[config.mk]
export PLATFORM = sky130hd
export DESIGN_NAME = e_pipe_reg
export DESIGN_NICKNAME = d
export VERILOG_FILES = /design/src/rtl/e_pipe_reg_pkg.sv /design/src/rtl/e_pipe_reg_hazard.sv /design/src/rtl/e_pipe_reg.sv
export SDC_FILE = /design/constraint.sdc
export NUM_CORES = 1
export LEC_CHECK = 0
export ABC_CLOCK_PERIOD_IN_PS = 2200
export CAP_MARGIN = 20
export CORE_AREA = 2 2 179 181
export DETAILED_ROUTE_END_ITERATION = 8
export DIE_AREA = 0 0 181 183
export GPL_TIMING_DRIVEN = 0
export HOLD_SLACK_MARGIN = 0.05
export SYNTH_ARGS = -nofsm -noshare
export SYNTH_HDL_FRONTEND = slang
export SYNTH_SLANG_ARGS = --single-unit
[constraint.sdc]
create_clock -name clk_i -period 2.2 [get_ports clk_i]
set_clock_uncertainty 0.2 [all_clocks]
set_input_delay 0.33 -clock clk_i [delete_from_list [all_inputs] [get_ports clk_i]]
set_output_delay 0.33 -clock clk_i [all_outputs]
set_load 0.03 [all_outputs]
[src/rtl/e_pipe_reg_pkg.sv]
// Shared Y86-64 encodings and the Decode->Execute field bundle used by the E-stage register.
// Holds the icode, register and status constants plus the bubble value of the E stage.
package e_pipe_reg_pkg;

    localparam logic [3:0] IHALT   = 4'h0;
    localparam logic [3:0] INOP    = 4'h1;
    localparam logic [3:0] IRRMOVQ = 4'h2;
    localparam logic [3:0] IIRMOVQ = 4'h3;
    localparam logic [3:0] IRMMOVQ = 4'h4;
    localparam logic [3:0] IMRMOVQ = 4'h5;
    localparam logic [3:0] IOPQ    = 4'h6;
    localparam logic [3:0] IJXX    = 4'h7;
    localparam logic [3:0] ICALL   = 4'h8;
    localparam logic [3:0] IRET    = 4'h9;
    localparam logic [3:0] IPUSHQ  = 4'hA;
    localparam logic [3:0] IPOPQ   = 4'hB;

    localparam logic [3:0] RNONE   = 4'hF;

    localparam logic [2:0] SAOK    = 3'd1;
    localparam logic [2:0] SADR    = 3'd2;
    localparam logic [2:0] SINS    = 3'd3;
    localparam logic [2:0] SHLT    = 3'd4;

    typedef struct packed {
        logic [2:0]  stat;
        logic [3:0]  icode;
        logic [3:0]  ifun;
        logic [63:0] valC;
        logic [63:0] valA;
        logic [63:0] valB;
        logic [3:0]  dstE;
        logic [3:0]  dstM;
        logic [3:0]  srcA;
        logic [3:0]  srcB;
    } e_fields_t;

    // A bubble is a harmless nop that writes no register and names no source.
    function automatic e_fields_t bubble_fields();
        e_fields_t b;
        b.stat  = SAOK;
        b.icode = INOP;
        b.ifun  = 4'h0;
        b.valC  = 64'h0;
        b.valA  = 64'h0;
        b.valB  = 64'h0;
        b.dstE  = RNONE;
        b.dstM  = RNONE;
        b.srcA  = RNONE;
        b.srcB  = RNONE;
        return b;
    endfunction

endpackage

[src/rtl/e_pipe_reg_hazard.sv]
// Combinational E-stage hazard detection: load/use on the instruction in E and jump mispredict.
// Both outputs depend only on the registered E fields and the current decode sources.
module e_hazard_det
    import e_pipe_reg_pkg::*;
(
    input  logic [3:0] e_icode,
    input  logic [3:0] e_dstm,
    input  logic [3:0] d_srca,
    input  logic [3:0] d_srcb,
    input  logic       e_cnd,
    output logic       load_use,
    output logic       mispredict
);

    logic is_load;
    logic src_match;

    // Jumps are predicted taken, so a not-taken jump in E means the fetched path is wrong.
    always_comb begin
        mispredict = (e_icode == IJXX) && !e_cnd;
    end

    always_comb begin
        is_load   = (e_icode == IMRMOVQ) || (e_icode == IPOPQ);
        src_match = (e_dstm == d_srca) || (e_dstm == d_srcb);
        load_use  = is_load && (e_dstm != RNONE) && src_match;
    end

endmodule

[src/rtl/e_pipe_reg.sv]
// Decode->Execute pipeline register with hazard-driven bubble insertion and a saturating bubble counter.
// Priority on each edge is external stall, then bubble, then normal load from decode.
module e_pipe_reg
    import e_pipe_reg_pkg::*;
#(
    parameter int BUB_CNT_W = 16
) (
    input  logic                 clk_i,
    input  logic                 rst_n_i,
    input  logic                 stall_i,
    input  logic [2:0]           d_stat_i,
    input  logic [3:0]           d_icode_i,
    input  logic [3:0]           d_ifun_i,
    input  logic [63:0]          d_valC_i,
    input  logic [63:0]          d_valA_i,
    input  logic [63:0]          d_valB_i,
    input  logic [3:0]           d_dstE_i,
    input  logic [3:0]           d_dstM_i,
    input  logic [3:0]           d_srcA_i,
    input  logic [3:0]           d_srcB_i,
    input  logic                 e_Cnd_i,
    output logic [2:0]           E_stat_o,
    output logic [3:0]           E_icode_o,
    output logic [3:0]           E_ifun_o,
    output logic [63:0]          E_valC_o,
    output logic [63:0]          E_valA_o,
    output logic [63:0]          E_valB_o,
    output logic [3:0]           E_dstE_o,
    output logic [3:0]           E_dstM_o,
    output logic [3:0]           E_srcA_o,
    output logic [3:0]           E_srcB_o,
    output logic                 load_use_o,
    output logic                 mispredict_o,
    output logic [BUB_CNT_W-1:0] bubble_cnt_o
);

    e_fields_t           e_q;
    e_fields_t           d_in;
    logic                bubble;
    logic [BUB_CNT_W-1:0] cnt_q;

    always_comb begin
        d_in.stat  = d_stat_i;
        d_in.icode = d_icode_i;
        d_in.ifun  = d_ifun_i;
        d_in.valC  = d_valC_i;
        d_in.valA  = d_valA_i;
        d_in.valB  = d_valB_i;
        d_in.dstE  = d_dstE_i;
        d_in.dstM  = d_dstM_i;
        d_in.srcA  = d_srcA_i;
        d_in.srcB  = d_srcB_i;
    end

    e_hazard_det u_hazard (
        .e_icode    (e_q.icode),
        .e_dstm     (e_q.dstM),
        .d_srca     (d_srcA_i),
        .d_srcb     (d_srcB_i),
        .e_cnd      (e_Cnd_i),
        .load_use   (load_use_o),
        .mispredict (mispredict_o)
    );

    // A simultaneous load/use and mispredict still collapses into one bubble.
    assign bubble = load_use_o || mispredict_o;

    always_ff @(posedge clk_i or negedge rst_n_i) begin
        if (!rst_n_i) begin
            e_q <= bubble_fields();
        end else if (stall_i) begin
            e_q <= e_q;
        end else if (bubble) begin
            e_q <= bubble_fields();
        end else begin
            e_q <= d_in;
        end
    end

    // Counter only advances on bubbles that actually land, i.e. not while stalled.
    always_ff @(posedge clk_i or negedge rst_n_i) begin
        if (!rst_n_i) begin
            cnt_q <= '0;
        end else if (!stall_i && bubble && (cnt_q != {BUB_CNT_W{1'b1}})) begin
            cnt_q <= cnt_q + BUB_CNT_W'(1);
        end
    end

    assign E_stat_o     = e_q.stat;
    assign E_icode_o    = e_q.icode;
    assign E_ifun_o     = e_q.ifun;
    assign E_valC_o     = e_q.valC;
    assign E_valA_o     = e_q.valA;
    assign E_valB_o     = e_q.valB;
    assign E_dstE_o     = e_q.dstE;
    assign E_dstM_o     = e_q.dstM;
    assign E_srcA_o     = e_q.srcA;
    assign E_srcB_o     = e_q.srcB;
    assign bubble_cnt_o = cnt_q;

endmodule

# == Yosys cells after proc, flatten, opt, wreduce, memory -nomap -nowiden ==
# Index checks and enable logic that the tools add are counted.
# word_totals
register_bits,235
inputBits,223
output_inout_bits,237
# op_classes
n_addsub,1
n_eq_ne,7
mux,1
reduce_logical,10
# op_table
operator,n
$mux W219,1
$add A16 B1 Y16 const B,1
$ne A16 B16 Y1 const B,1
$eq A4 B3 Y1 const B,2
$eq A4 B4 Y1,2
$logic_and A1 B1 Y1,5
$eq A4 B4 Y1 const B,1
$ne A4 B4 Y1 const B,1
$logic_or A1 B1 Y1,3
$logic_not A1 Y1,2

# == Longest topological paths before layout ==
# logic_depth
ltp_word,7
ltp_mapped,8
depth_no_buf,7

# == By module ==
# Synthesis repeated with hierarchy kept, for this count alone.
# hier_totals
cells_unflattened,611
hier_area_um2,8687.1
# modules_own_cells
module,instances,cells_each,area_each_um2,seq_area_each_um2
e_pipe_reg,1,594,8562.0,5903.2
e_hazard_det,1,17,125.1,0.0

# == Worst setup path before layout ==
# No wires, ideal clock.
# synth_path
kind,reg-to-reg
startpoint,"reg e_q, in the netlist E_icode_o[0]"
endpoint,"reg cnt_q[8], in the netlist bubble_cnt_o[8]"
setup_ns,0.128
arrival_ns,2.184
setup_slack_ns,-0.311
stages_incl_launch_ff,6
cell_sequence,dfstp_2 > nand4b_1 > nor2_1 > nor2_1 > nor4_2 > mux2_1
# synth_rtl
element,line_no,text
"start, declared",e_pipe_reg.sv:37,e_fields_t e_q;
"start signal, assigned",e_pipe_reg.sv:70,e_q <= bubble_fields();
"start signal, assigned",e_pipe_reg.sv:72,e_q <= e_q;
"start signal, assigned",e_pipe_reg.sv:74,e_q <= bubble_fields();
$eq A4 B3 Y1,e_pipe_reg_hazard.sv:20,mispredict = (e_icode == IJXX) && !e_cnd;
$logic_and A1 B1 Y1,e_pipe_reg_hazard.sv:20,
named net mispredict_o,e_pipe_reg.sv:33,"output logic mispredict_o,"
$logic_or A1 B1 Y1,e_pipe_reg.sv:66,assign bubble = load_use_o || mispredict_o;
$logic_and A1 B1 Y1 (2 in series),e_pipe_reg.sv:84,end else if (!stall_i && bubble && (cnt_q != {BUB_CNT_W{1'b1}})) begin
"end signal, assigned",e_pipe_reg.sv:85,cnt_q <= cnt_q + BUB_CNT_W'(1);
"end, declared",e_pipe_reg.sv:40,logic [BUB_CNT_W-1:0] cnt_q;
# The timed path passes the listed nets, and every way through them passes these cells.
# A chain may end at the register's enable or synchronous reset.

# == Worst setup path in the final report ==
# layout_path
startpoint,"reg e_q, in the netlist E_dstM_o[2]"
endpoint,out load_use_o
# layout_between
elab_chain_len,3
# layout_rtl
element,line_no,text
$ne A4 B4 Y1 / $eq A4 B4 Y1 (equally long branches),"e_pipe_reg_hazard.sv:26, e_pipe_reg_hazard.sv:25",
$logic_and A1 B1 Y1 / $logic_or A1 B1 Y1 (equally long branches),"e_pipe_reg_hazard.sv:26, e_pipe_reg_hazard.sv:25",
$logic_and A1 B1 Y1 *,e_pipe_reg_hazard.sv:26,load_use = is_load && (e_dstm != RNONE) && src_match;
"end, declared",e_pipe_reg.sv:32,"output logic load_use_o,"
# Mark *: on every way between the ends. The rest lies on a longest branch, timed or not.

==> results.sh <==
export IMPL_vias_in_the_first_global_route=7785
export IMPL_num_antenna_cells=0
export IMPL_routed_via_density=4.70
export IMPL_timing_fmax_mhz=410
export IMPL_ioPinCount=460
export IMPL_worst_endpoint_required_ns=1.67
export IMPL_antenna_violating_nets_post_route=0
export IMPL_gp_congestion=0.772
export IMPL_worst_setup_path_start_kind="register"
export IMPL_power_density_cell_area_nw_per_um2=872
export IMPL_cts_sinks=235
export IMPL_clk_root_buffer_cell="sky130_fd_sc_hd__clkbuf_16"
export IMPL_nFillCells=2855
export IMPL_flow_area_growth_from_synthesis_pct=73.1
export IMPL_depth_of_the_most_critical_reg_to_reg_path=9
export IMPL_critPathKind="register to output pin"
export IMPL_crit_arrival_ns=1.91
export IMPL_wl_mm=30.7
export IMPL_htree_num_levels=1
export IMPL_fin_nets=1341
export IMPL_worst_path_max_fanout=4
export IMPL_drt_pass1_iterations=4
export IMPL_register_area_um2=5900
export IMPL_cellLeakagePower_nw=6.69
export IMPL_multi_input_area_um2=2580
export IMPL_p_total_mw=13.2
export IMPL_postSynth_asyncResetShare_pct=100
export IMPL_cts_max_path_buffers=3
export IMPL_antenna_found_initial=0
export IMPL_design_core_area_um2=31200
export IMPL_grt_first_pass_wirelength_mm=46.5
export IMPL_synth_nets=842
export IMPL_die_area_um2=33100
export IMPL_slew_headroom_pct=48.2
export IMPL_timing_final_hold_violations=0
export IMPL_ys_ff_latch=235
export IMPL_synthesis_instances=618
export IMPL_violations_in_the_final_reports="negative setup slack"
export IMPL_crit_path_max_incr_delay_ns=0.57
export IMPL_drc=0
export IMPL_worstPathCellList="xor2_1, nor4_1, o2111a_2, buf_6"
export IMPL_clock_insertion_delay_at_the_later_pin_of_the_skew_report_ns=0.53
export IMPL_irDropWorstVdd_mv=0.556
export IMPL_synth_top_flop_cell="sky130_fd_sc_hd__dfrtp_1"
export IMPL_globalRouteOverflowTotal=0
export IMPL_tritoncts="done"
export IMPL_finalWorstSetupSlack_ns=-0.241
export IMPL_timing_final_crit_share_pct=111
export IMPL_pin_count_of_the_biggest_net_entering_global_routing=108
export IMPL_endpoint_kind="output pin"
export IMPL_std_cell_rows=65
export IMPL_timing_worst_slew_pin_value_ns=0.777
export IMPL_slew_violations=0
export IMPL_synth_edf_count=0
export IMPL_syn_avg_cell_area_um2=14.1
export IMPL_initial_standard_cell_utilization_of_the_core_pct=28.0
export IMPL_numCtsBuffers=28
export IMPL_drt_first_iter_violations=262
export IMPL_yosys_warnings=0
export IMPL_timing_critical_path_slowest_stage_cell="sky130_fd_sc_hd__dfstp_2"
export IMPL_top_cell_type_by_total_area_after_synthesis="sky130_fd_sc_hd__dfrtp_1"
export IMPL_wl_per_cell_um=20.0
export IMPL_grt_setup_unrepaired="true"
export IMPL_groute_usage_overall_pct=18.0
export IMPL_yosysSeqAreaShare_pct=67.6
export IMPL_timing_final_crit_period_ns=2.44
export IMPL_yosys_cell_types_count=33
export IMPL_max_cap_violations=0
export IMPL_floorplan_die_width_um=181
export IMPL_synth_cell_area_um2=8730
export IMPL_final_setup_tns_ns=-44.35
export IMPL_synth_top_area_share_pct=62.2
export IMPL_drive_above_1_share_pct=11.1
export IMPL_timing_final_setup_violations=228
export IMPL_clk_pin_slew_worst_paths_ns=0.06
export IMPL_most_common_library_cell_in_the_layout_ignoring_fill_and_taps="sky130_fd_sc_hd__clkdlybuf4s50_1"
export IMPL_netlist_top_cells_area="sky130_fd_sc_hd__dfrtp_1 (62%), sky130_fd_sc_hd__a22o_1 (20%), sky130_fd_sc_hd__dfstp_2 (5.4%), sky130_fd_sc_hd__xor2_1 (1.4%), sky130_fd_sc_hd__clkbuf_1 (1.1%)"
export IMPL_post_detailed_placement_half_perimeter_wirelength_mm=22.7
export IMPL_status="finished with violations"
export IMPL_place_port_buffers=458
export IMPL_most_common_layout_cells="sky130_fd_sc_hd__clkdlybuf4s50_1 (415), sky130_fd_sc_hd__dfrtp_1 (217), sky130_fd_sc_hd__a22o_1 (201)"
export IMPL_vias=7223
export IMPL_worst_hold_path_type="input port to asynchronous set/reset pin"
export IMPL_fp_dieH_um=183
## worst max-delay path: cells and delay by family, from the launching register on
family          cells  cell delay (ns)
flops               1             0.57
xor+xnor            1             0.08
buf+inv             1             0.14
compound gates      1             0.27
simple gates        1             0.32
## synth_stat cells, types with 2 or more instances
master                     instances
sky130_fd_sc_hd__dfrtp_1         217
sky130_fd_sc_hd__a22o_1          201
sky130_fd_sc_hd__clkbuf_1         26
sky130_fd_sc_hd__inv_1            19
sky130_fd_sc_hd__a21oi_1          18
sky130_fd_sc_hd__dfstp_2          18
sky130_fd_sc_hd__nor2_1           15
sky130_fd_sc_hd__xor2_1           14
sky130_fd_sc_hd__buf_2            12
sky130_fd_sc_hd__buf_4            11
sky130_fd_sc_hd__nand2_1          10
sky130_fd_sc_hd__nor2_2            8
sky130_fd_sc_hd__nand4_1           7
sky130_fd_sc_hd__xnor2_1           6
sky130_fd_sc_hd__nor3_1            5
sky130_fd_sc_hd__and3_1            4
sky130_fd_sc_hd__nor4_2            4
sky130_fd_sc_hd__or3_1             3
sky130_fd_sc_hd__mux2_1            2
sky130_fd_sc_hd__mux2_2            2
sky130_fd_sc_hd__nand2b_1          2
sky130_fd_sc_hd__nand3_1           2
sky130_fd_sc_hd__nor4_1            2
## per-layer routing
metal  routed length [um]  GRT usage (%)  vias to the layer above
li1                     -              -                     3311
met2                14800           30.7                      328
met1                12400           21.7                     3550
met4                  450           3.61                        0
met3                 3120           6.91                       34
met5                    0              0                        -
## final timing paths
| path | start | endpoint | slack, ns |
|---|---|---|---|
| worst max register to register | E_dstM_o[2] | E_valA_o[22] | -0.24 |
| worst min-delay path | rst_n_i | E_valB_o[22] | 0.13 |
| max in group asynchronous | rst_n_i | E_valC_o[17] | 0.64 |
| worst max-delay path | E_dstM_o[2] | load_use_o | -0.24 |
| worst min register to register | E_dstE_o[1] | E_dstE_o[1] | 0.26 |
| min in group clk_i | d_dstM_i[0] | E_dstM_o[0] | 0.15 |
## cell type report
cell class | instances | area share, %
Buffer | 50 | 2.49
Clock buffer | 39 | 5.32
Clock inverter | 10 | 1.30
Inverter | 19 | 0.472
Multi-Input combinational cell | 314 | 17.0
Sequential cell | 235 | 39.1
Tap cell | 402 | 3.33
Timing Repair Buffer | 469 | 31.0
## flip-flops by register name (all words and copies together) (netlist names)
register / count
E_icode_o: 4
E_dstE_o: 4
E_valA_o: 64
E_dstM_o: 4
E_srcA_o: 4
E_srcB_o: 4
E_valC_o: 64
E_valB_o: 64
bubble_cnt_o: 16
E_ifun_o: 4
E_stat_o: 3
## cell families after synthesis
logic type	share of synthesized area [%]
AO/OA/AOI/OAI	21.8
XOR/XNOR	2.01
adder cells (fa/ha/maj)	0.143
buffers and inverters	3.70
flip-flops	67.6
multiplexers	0.516
AND/OR/NAND/NOR	4.20
## per-stage QoR
step / setup WS, ns / util (%) / hold slack (ns) / instances / instance area, um2
2_1_floorplan: -0.144 / - / -0.166 / 618 / 8910
5_1_grt: -0.313 / 48.4 / 0.128 / 1538 / 15100
6_report: -0.241 / 48.4 / 0.130 / 1538 / 15100
4_1_cts: -0.311 / 48.3 / 0.0913 / 1536 / 15100
3_3_place_gp: -9.66 / 44.8 / 0.251 / 1478 / 14000
3_5_place_dp: -0.757 / 45.0 / 0.0161 / 1480 / 14100
## power breakdown
group          leakage [nW]  switching [mW]  internal, mW  total, mW
combinational          3.34            1.67          1.48       3.15
sequential             2.87           0.278          4.79       5.07
clock                 0.483            1.84          3.13       4.97
## repair_timing
item | CTS | global route
pin swaps | 4 | 4
hold endpoints to repair | 128 | 0
setup endpoints to repair | 259 | 256
buffers inserted | 3 | 2
hold buffers | 2 | 0
gates cloned | 2 | 0
resized for setup | 58 | 0
No activity file was read; power rests on OpenSTA's default activity.
